### src/rtl/huffman_stream_aligner.sv
`default_nettype none
// +----------------------------------------------------------------------------+
// | Module      : huffman_stream_aligner                                       |
// | Description : Bit-stream front end of the Huffman decoder. Keeps a         |
// |               left-aligned bit buffer fed from packed input words,         |
// |               presents the oldest C_W bits to the code-detect bank and     |
// |               emits the matched symbol over a valid/ready handshake.       |
// | Options     : HUFF_ALIGN_STATS_EN adds a saturating 16-bit symbol counter  |
// |               output (sym_cnt).                                            |
// | Revision    : 1.0 - initial release                                        |
// +----------------------------------------------------------------------------+
module huffman_stream_aligner #(
  parameter int D_W  = 4,
  parameter int C_W  = 4,
  parameter int IN_W = 16,
  parameter int L_W  = 3
) (
  input  logic            clk,
  input  logic            rst,
  input  logic            new_conf,
  input  logic [IN_W-1:0] in_data,
  input  logic            in_valid,
  input  logic            in_last,
  output logic            in_ready,
  output logic [C_W-1:0]  d2check,
  output logic            win_valid,
  input  logic            code_matched,
  input  logic [L_W-1:0]  code_len,
  input  logic [D_W-1:0]  data_encoded,
  output logic [D_W-1:0]  sym_out,
  output logic            sym_valid,
  output logic            sym_last,
  input  logic            sym_ready,
  output logic            err_nomatch
`ifdef HUFF_ALIGN_STATS_EN
  ,
  output logic [15:0]     sym_cnt
`endif
);

  localparam int c_buf_w  = 2 * IN_W;
  localparam int c_fill_w = $clog2(c_buf_w + 1);
  localparam logic [c_fill_w-1:0] c_in_w_f = c_fill_w'(IN_W);
  localparam logic [c_fill_w-1:0] c_room   = c_fill_w'(c_buf_w - IN_W);
  localparam logic [c_fill_w-1:0] c_cw_f   = c_fill_w'(C_W);
  localparam logic [L_W-1:0]      c_cw_len = L_W'(C_W);

  typedef enum logic [1:0] {
    S_IDLE  = 2'd0,
    S_RUN   = 2'd1,
    S_DRAIN = 2'd2,
    S_ERR   = 2'd3
  } state_t;

  state_t              r_state;
  logic [c_buf_w-1:0]  r_buf;
  logic [c_fill_w-1:0] r_fill;
  logic [D_W-1:0]      r_sym_out;
  logic                r_sym_valid;
  logic                r_sym_last;
  logic                r_err;

  logic                w_in_ready;
  logic                w_accept;
  logic                w_win_valid;
  logic [c_fill_w-1:0] w_len_f;
  logic                w_len_bad;
  logic                w_lookup_err;
  logic                w_fire;
  logic [c_fill_w-1:0] w_consume;
  logic [c_fill_w-1:0] w_fill_after;
  logic [c_buf_w-1:0]  w_buf_shift;
  logic [c_buf_w-1:0]  w_word_ext;

  // Handshake, window and decode-fire decisions, all from registered state.
  always_comb begin
    w_in_ready   = ((r_state == S_IDLE) || (r_state == S_RUN)) && (r_fill <= c_room);
    w_accept     = in_valid && w_in_ready;
    w_win_valid  = ((r_state == S_RUN) && (r_fill >= c_cw_f)) ||
                   ((r_state == S_DRAIN) && (r_fill != '0));
    w_len_f      = c_fill_w'(code_len);
    w_len_bad    = (code_len == '0) || (code_len > c_cw_len) || (w_len_f > r_fill);
    w_lookup_err = w_win_valid && (!code_matched || w_len_bad);
    w_fire       = w_win_valid && code_matched && !w_len_bad &&
                   (!r_sym_valid || sym_ready);
    w_consume    = w_fire ? w_len_f : '0;
    w_fill_after = r_fill - w_consume;
    // Bits shifted in from the right are zero, so everything below the fill
    // level stays zero and a new word can simply be OR-ed in.
    w_buf_shift  = r_buf << w_consume;
    w_word_ext   = {in_data, {(c_buf_w - IN_W){1'b0}}};
  end

  // Buffer, fill level, stream state and registered symbol output.
  always_ff @(posedge clk) begin
    if (rst || new_conf) begin
      r_state     <= S_IDLE;
      r_buf       <= '0;
      r_fill      <= '0;
      r_sym_out   <= '0;
      r_sym_valid <= 1'b0;
      r_sym_last  <= 1'b0;
      r_err       <= 1'b0;
    end else begin
      // New word lands directly behind the bits that survive this cycle's consume.
      if (w_accept) begin
        r_buf  <= w_buf_shift | (w_word_ext >> w_fill_after);
        r_fill <= w_fill_after + c_in_w_f;
      end else begin
        r_buf  <= w_buf_shift;
        r_fill <= w_fill_after;
      end

      if (w_lookup_err) begin
        r_state <= S_ERR;
        r_err   <= 1'b1;
      end else if (w_accept) begin
        r_state <= in_last ? S_DRAIN : S_RUN;
      end else if ((r_state == S_DRAIN) && w_fire && (w_fill_after == '0)) begin
        r_state <= S_IDLE;
      end

      if (w_fire) begin
        r_sym_out   <= data_encoded;
        r_sym_valid <= 1'b1;
        r_sym_last  <= (r_state == S_DRAIN) && (w_fill_after == '0);
      end else if (r_sym_valid && sym_ready) begin
        r_sym_valid <= 1'b0;
        r_sym_last  <= 1'b0;
      end
    end
  end

`ifdef HUFF_ALIGN_STATS_EN
  logic [15:0] r_sym_cnt;

  // Saturating count of downstream symbol handshakes.
  always_ff @(posedge clk) begin
    if (rst || new_conf) begin
      r_sym_cnt <= '0;
    end else if (r_sym_valid && sym_ready && (r_sym_cnt != 16'hFFFF)) begin
      r_sym_cnt <= r_sym_cnt + 16'd1;
    end
  end

  assign sym_cnt = r_sym_cnt;
`endif

  assign in_ready    = w_in_ready;
  assign win_valid   = w_win_valid;
  assign d2check     = r_buf[c_buf_w-1 -: C_W];
  assign sym_out     = r_sym_out;
  assign sym_valid   = r_sym_valid;
  assign sym_last    = r_sym_last;
  assign err_nomatch = r_err;

endmodule
`default_nettype wire

### config.mk
export PLATFORM = sky130hd
export DESIGN_NAME = huffman_stream_aligner
export DESIGN_NICKNAME = d
export VERILOG_FILES = /design/src/rtl/huffman_stream_aligner.sv
export SDC_FILE = /design/constraint.sdc
export NUM_CORES = 1
export LEC_CHECK = 0
export BUFFER_PORTS_ARGS = -buffer_cell sky130_fd_sc_hd__buf_2
export CORE_ASPECT_RATIO = 0.8
export CORE_MARGIN = 10
export CORE_UTILIZATION = 45
export CTS_CLUSTER_SIZE = 25
export DETAILED_ROUTE_END_ITERATION = 8
export PLACE_DENSITY = 0.66
export SYNTH_ARGS = -nofsm -noshare
export SYNTH_HDL_FRONTEND = slang
export SYNTH_SLANG_ARGS = --single-unit
### constraint.sdc
create_clock -name clk -period 5.9 [get_ports clk]
set_clock_uncertainty 0.1 [all_clocks]
set_input_delay 1.18 -clock clk [delete_from_list [all_inputs] [get_ports clk]]
set_output_delay 1.18 -clock clk [all_outputs]
set_load 0.02 [all_outputs]
### Word-level counts from Yosys, hierarchy flattened

Index checks and enable logic that the tools add are counted.

* register bits after elaboration: 47
* input port bits: 30
* output and inout bits: 13
* logic and storage cells: 56

* add/sub/neg operators: 2
* $lt $le $gt $ge: 4
* eq/ne operators: 2
* shifts and indexed selects: 2
* multiplexer cells: 10
* bitwise operators: 1
* reductions and logical operators: 28

Operators with widths (number)
* 32-bit two-way mux: 1
* 32-bit bitwise OR: 1
* 32-bit by 3-bit << shifter with 32-bit output: 1
* 32-bit by 6-bit >> shifter with 32-bit output: 1
* 1-bit logical AND: 12
* 2-bit two-way mux: 4
* 1-bit logical OR: 7
* 6-bit by 5-bit adder with 6-bit output (second input constant): 1
* 6-bit by 3-bit greater-or-equal comparator with 1-bit output (second input constant): 1
* 3-bit by 6-bit > comparator with 1-bit output: 1
* 6-bit by 5-bit less-or-equal comparator with 1-bit output (second input constant): 1
* 6-bit logical NOT: 1
* 6-bit two-way mux: 1
* 6-bit nonzero test: 1
* 6-bit by 3-bit subtractor with 6-bit output: 1
* 3-bit > comparator (second input constant): 1
* 1-bit logical NOT: 3
* 3-bit logical NOT: 1
* 1-bit two-way mux: 3
* 3-bit two-way mux: 1
* 3-bit nonzero test: 1
* 2-bit by 1-bit equality test with 1-bit output (second input constant): 1
* 2-bit equality test (second input constant): 1
* 2-bit logical NOT: 1
* 2-bit nonzero test: 1

### Depth between registers and ports, before layout

* word-level depth: 13
* gate-level depth with buffers: 21
* depth with buffers taken out: 16

### Worst setup path after synthesis

OpenSTA, ideal clock, no wires.

* path kind: input -> register
* from: in code_len[0]
* to: reg r_buf[2]
* library setup time: 0.120 ns
* arrival: 4.966 ns
* data required time: 5.680 ns
* setup slack: 0.714 ns
* stages: 21
* buffers on the path: 5
* path through: clkbuf_1 > clkinv_1 > ha_1 > nand3_1 > nand2_1 > o221a_2 > buf_2 > nand3_1 > buf_2 > inv_1 > ha_1 > fa_1 > buf_2 > buf_1 > mux4_2 > nand2_1 > o21ai_0 > nor2_1 > a31oi_1 > a32oi_1 > a21oi_1

* word-level cells in the longest chain between the ends: 11
* elaborated cells on any way between the ends: 14
* classes of those cells: 1 x add/sub; 2 x order compare; 2 x shift; 2 x mux; 1 x bitwise; 6 x reduce/logical

Ends and longest elaborated chain
* start, declared: RTL line 28 `input logic [L_W-1:0] code_len,`
* parallel branches: the longest is 6 deep, another holds 3-bit by 6-bit > comparator with 1-bit output
* 3-bit two-way mux *: RTL line 86 `w_consume = w_fire ? w_len_f : '0;`
* 6-bit by 3-bit subtractor with 6-bit output: RTL line 87 `w_fill_after = r_fill - w_consume;`
* 32-bit by 6-bit >> shifter with 32-bit output: RTL line 107 `r_buf <= w_buf_shift | (w_word_ext >> w_fill_after);`
* 32-bit bitwise OR: RTL line 107
* 32-bit two-way mux *: RTL line 106 `if (w_accept) begin`
* end signal, assigned: RTL line 107
* end signal, assigned: RTL line 110 `r_buf <= w_buf_shift;`
* end, declared: RTL line 56 `logic [c_buf_w-1:0] r_buf;`

Every way passes the cells marked *.
A chain may end at the register's enable or synchronous reset.

### Worst setup path after layout

* from: in code_len[2]
* to: reg r_buf[4]

Same word-level chain as after synthesis.

==> metrics.log <==
[metrics] standby leakage power: 0.00189 µW
[metrics] final sum of negative setup slack: 0 ps
[metrics] final HPWL from detailed placement: 10.3 mm
[metrics] number of buffers inserted for hold repair after clock tree synthesis: 0
[metrics] startpoint kind of the worst setup timing path: input pin
[metrics] post-layout utilization of the core: 0.500
[metrics] final instance area: 4840 µm²
[metrics] fin crit share: 0.891
[metrics] Syn. warnings: 0
[metrics] setup repair after global routing missed its margin: false
[metrics] clock buffers created by TritonCTS: 5
[metrics] maximum number of buffers from clock root to sink: 2
[metrics] count of inserted antenna diode cells: 0
[metrics] routability-driven placement congestion ratio: 0.929
[metrics] Post-Route WL: 14.3 mm
[metrics] Cell Chain, Critical Path: buf_2 > ha_1 > a21oi_1 > o21a_1 > o221a_2 > nand2_1 > nor2_1 > inv_2 > ha_1 > nor2b_1 > o31a_1 > xor2_2 > buf_4 > and3_1 > a21oi_1 > a221oi_1 > a31oi_1
[metrics] die outline area: 14400 µm²
[metrics] length of the first detailed-routing pass in iterations: 6
[metrics] All-Layer GR Usage: 0.196
[metrics] Tightest Pin Transition: 963 ps
[metrics] max-slew violations: 0
[metrics] Max Clk Rate: 190 MHz
[metrics] Hold/Removal Path Class: flip-flop to flip-flop
[metrics] maximum level of the CTS H-tree: 2
[metrics] Worst Path Arrival: 5300 ps
[metrics] routed wirelength normalized by instance count: 19.6 µm
[metrics] worst-skew pair later-pin latency: 290 ps
[metrics] # fillers: 975
[metrics] Final Net Count: 630
[metrics] largest net degree at the start of global routing: 67
[metrics] I/O Buffers: 42
[metrics] # rows: 32
[metrics] number of standard cells after synthesis: 585
[metrics] leading cell types by total area after synthesis: sky130_fd_sc_hd__dfxtp_1 21%, sky130_fd_sc_hd__mux2i_1 7.6%, sky130_fd_sc_hd__nand2_1 5.6%, sky130_fd_sc_hd__mux2_2 4.5%, sky130_fd_sc_hd__a21oi_1 4.4%
[metrics] Top FF cell, synth: sky130_fd_sc_hd__dfxtp_1
[metrics] ANT nets after route: 0
[metrics] total global routing overflow: 0
[metrics] Clk pin slew, worst setup/hold paths: 70 ps
[metrics] total of cells resized after clock tree synthesis: 0
[metrics] clock net sink count: 47
[metrics] Worst EP required: 5940 ps
[metrics] antenna violations before repair: 0
[metrics] Worst Path Class, Setup: input pin to flip-flop
[metrics] max-cap viol count: 0
[metrics] area share of the largest cell type after synthesis: 0.210
[metrics] tightest slew margin relative to the limit: 0.358
[metrics] Synth Register Bits: 47
[metrics] Hold Vio Cnt, Final: 0
[metrics] proportion of register bits with asynchronous set or reset after synthesis: 0
[metrics] count of final setup violators: 0
[metrics] fraction of the yosys area taken by sequential cells: 0.210
[metrics] DR vias/cell: 6.54
[metrics] Core ar.: 9690 µm²
[metrics] Distinct cells, synth: 71
[metrics] average cell area after synthesis: 7.67 µm²
[metrics] capturing element type of the critical path: flip-flop
[metrics] Min Clock Period, post-route: 5260 ps
[metrics] count of unresolved DRC violations after routing: 0
[metrics] run status: finished, final reports clean
[metrics] worst slack at placement: 389 ps
[metrics] vertical die dimension: 109 µm
[metrics] effective utilization at floorplan: 0.463
[metrics] DRC marker count from the first detailed-route iteration: 760
[metrics] biggest cell delay along the critical path: 430 ps
[metrics] CTS Root Buffer Type: sky130_fd_sc_hd__clkbuf_16
[metrics] CTS tree: yes
[metrics] power per unit of standard cell area: 173 nW/µm²
[metrics] number of enable-type register cells in the synthesized netlist: 0
[metrics] netlist area before placement: 4480 µm²
[metrics] critical-path cell with the highest stage delay: sky130_fd_sc_hd__xor2_2
[metrics] global-route wire length before repair: 23.3 mm
[metrics] DIE WIDTH: 132 µm
[metrics] total vias in the final route: 4776
[metrics] placement-stage cell area: 4670 µm²
[metrics] peak ir drop on the vdd network: 0.152 mV
[metrics] fraction of layout cells with a size suffix above 1: 0.199
[metrics] cell taking the most area after synthesis: sky130_fd_sc_hd__dfxtp_1
[metrics] maximum fanout count along the critical path: 21
[metrics] Boundary Pins: 43
[metrics] final worst-path setup slack: 644 ps
[metrics] post-CTS setup buffers: 0
[metrics] synthesis-to-finish area growth: 7.98%
[metrics] via count of the first global-routing pass: 4356
[metrics] net count of the mapped netlist: 622
path summary, 6_finish.rpt:
kind	start	to	slack (ps)	cells after the start
max	code_len[2]	r_buf[4]	640	17
min	err_nomatch	err_nomatch	350	2
max reg2reg	r_fill[2]	r_buf[4]	1370	17
min reg2reg	err_nomatch	err_nomatch	350	2
through the flow:
stage / cells / total power (µW) / hold WS [ps]
2_1_floorplan: 585 / 457 / 384
3_3_place_gp: 722 / 497 / 332
3_5_place_dp: 722 / 499 / 342
4_1_cts: 730 / 836 / 353
5_1_grt: 730 / 873 / 380
6_report: 730 / 838 / 346
layout by cell type (no fill, tap or decap), drive strengths merged, types with 4 or more instances in the layout:
master   n
nand2   69
buf     57
nor2    51
dfxtp   47
a21oi   40
o21ai   39
mux2i   34
a31oi   24
mux2    18
nand3   16
inv     16
nor3    16
o22ai   13
o221ai  11
o211ai  10
mux4     8
nor2b    7
nand4    7
a32oi    7
or2      7
nor4     7
a211oi   6
a22oi    6
ha       6
clkbuf   6
o32a     5
or3      5
nand2b   4
o21a     4
xnor2    4
final cells by class:
type                    count  area, µm²  area share
multi-input cells         465       3170       0.655
well taps                 136        170      0.0351
clock inverters             2       35.0     0.00724
inverters                  17       63.8      0.0132
clock buffers               6        139      0.0287
flip-flops and latches     47        941       0.194
repair buffers             57        323      0.0667
flip-flops by register name (all words and copies together), names as in the netlist:
name         cells
sym_valid        1
r_fill           6
sym_out          4
sym_last         1
err_nomatch      1
r_state          2
r_buf           32
synthesized netlist by cell type, types with 3 or more instances:
library cell,n
sky130_fd_sc_hd__o21a_1,4
sky130_fd_sc_hd__nor2b_1,7
sky130_fd_sc_hd__xnor2_1,4
sky130_fd_sc_hd__o21ai_0,39
sky130_fd_sc_hd__mux2i_1,34
sky130_fd_sc_hd__a22oi_1,6
sky130_fd_sc_hd__nand3_1,16
sky130_fd_sc_hd__nor3_1,14
sky130_fd_sc_hd__a221o_1,3
sky130_fd_sc_hd__clkbuf_1,29
sky130_fd_sc_hd__buf_4,4
sky130_fd_sc_hd__o221ai_1,11
sky130_fd_sc_hd__a221oi_1,3
sky130_fd_sc_hd__and3_1,3
sky130_fd_sc_hd__or3_1,4
sky130_fd_sc_hd__buf_6,4
sky130_fd_sc_hd__mux4_2,8
sky130_fd_sc_hd__a21oi_1,39
sky130_fd_sc_hd__nor4_1,5
sky130_fd_sc_hd__nor2_1,48
sky130_fd_sc_hd__a32oi_1,7
sky130_fd_sc_hd__or2_2,6
sky130_fd_sc_hd__a2bb2oi_1,3
sky130_fd_sc_hd__nand4_1,7
sky130_fd_sc_hd__nand2b_1,4
sky130_fd_sc_hd__a211oi_1,6
sky130_fd_sc_hd__o32a_1,5
sky130_fd_sc_hd__inv_1,14
sky130_fd_sc_hd__mux2_2,18
sky130_fd_sc_hd__buf_2,7
sky130_fd_sc_hd__o2111ai_1,3
sky130_fd_sc_hd__a31oi_1,24
sky130_fd_sc_hd__clkbuf_8,7
sky130_fd_sc_hd__dfxtp_1,47
sky130_fd_sc_hd__ha_1,6
sky130_fd_sc_hd__nand2_1,67
sky130_fd_sc_hd__buf_1,5
sky130_fd_sc_hd__o22ai_1,13
sky130_fd_sc_hd__o211ai_1,9
where the power goes:
part | leakage, µW | internal (µW) | switching [µW]
combinational | 0.00142 | 61.0 | 101
sequential | 0.000380 | 325 | 9.65
clock | 0.0000868 | 211 | 130
total | 0.00189 | 597 | 241
metal layers:
layer | share of wire | track usage | up-vias
li1 | - | - | 2223
met3 | 0.090 | 0.0450 | 56
met2 | 0.42 | 0.287 | 265
met4 | 0.037 | 0.0729 | 0
met5 | 0 | 0 | -
met1 | 0.46 | 0.276 | 2232
kinds of logic (layout without fill, tap and decap cells):
group,after synthesis,count (layout),share of synthesized area
buf+inv,73,82,0.0887
xor+xnor,6,6,0.0117
fa+ha+maj,7,7,0.0212
compound gates,193,193,0.289
flops,47,47,0.210
mux,60,60,0.161
simple gates,199,199,0.218
worst max-delay path: cells and delay by family:
kind,cells,cell delay (ps)
simple gates,4,820
xor+xnor,1,430
buf+inv,3,860
compound gates,7,1350
fa+ha+maj,2,640
No activity file was read; power rests on OpenSTA's default activity.
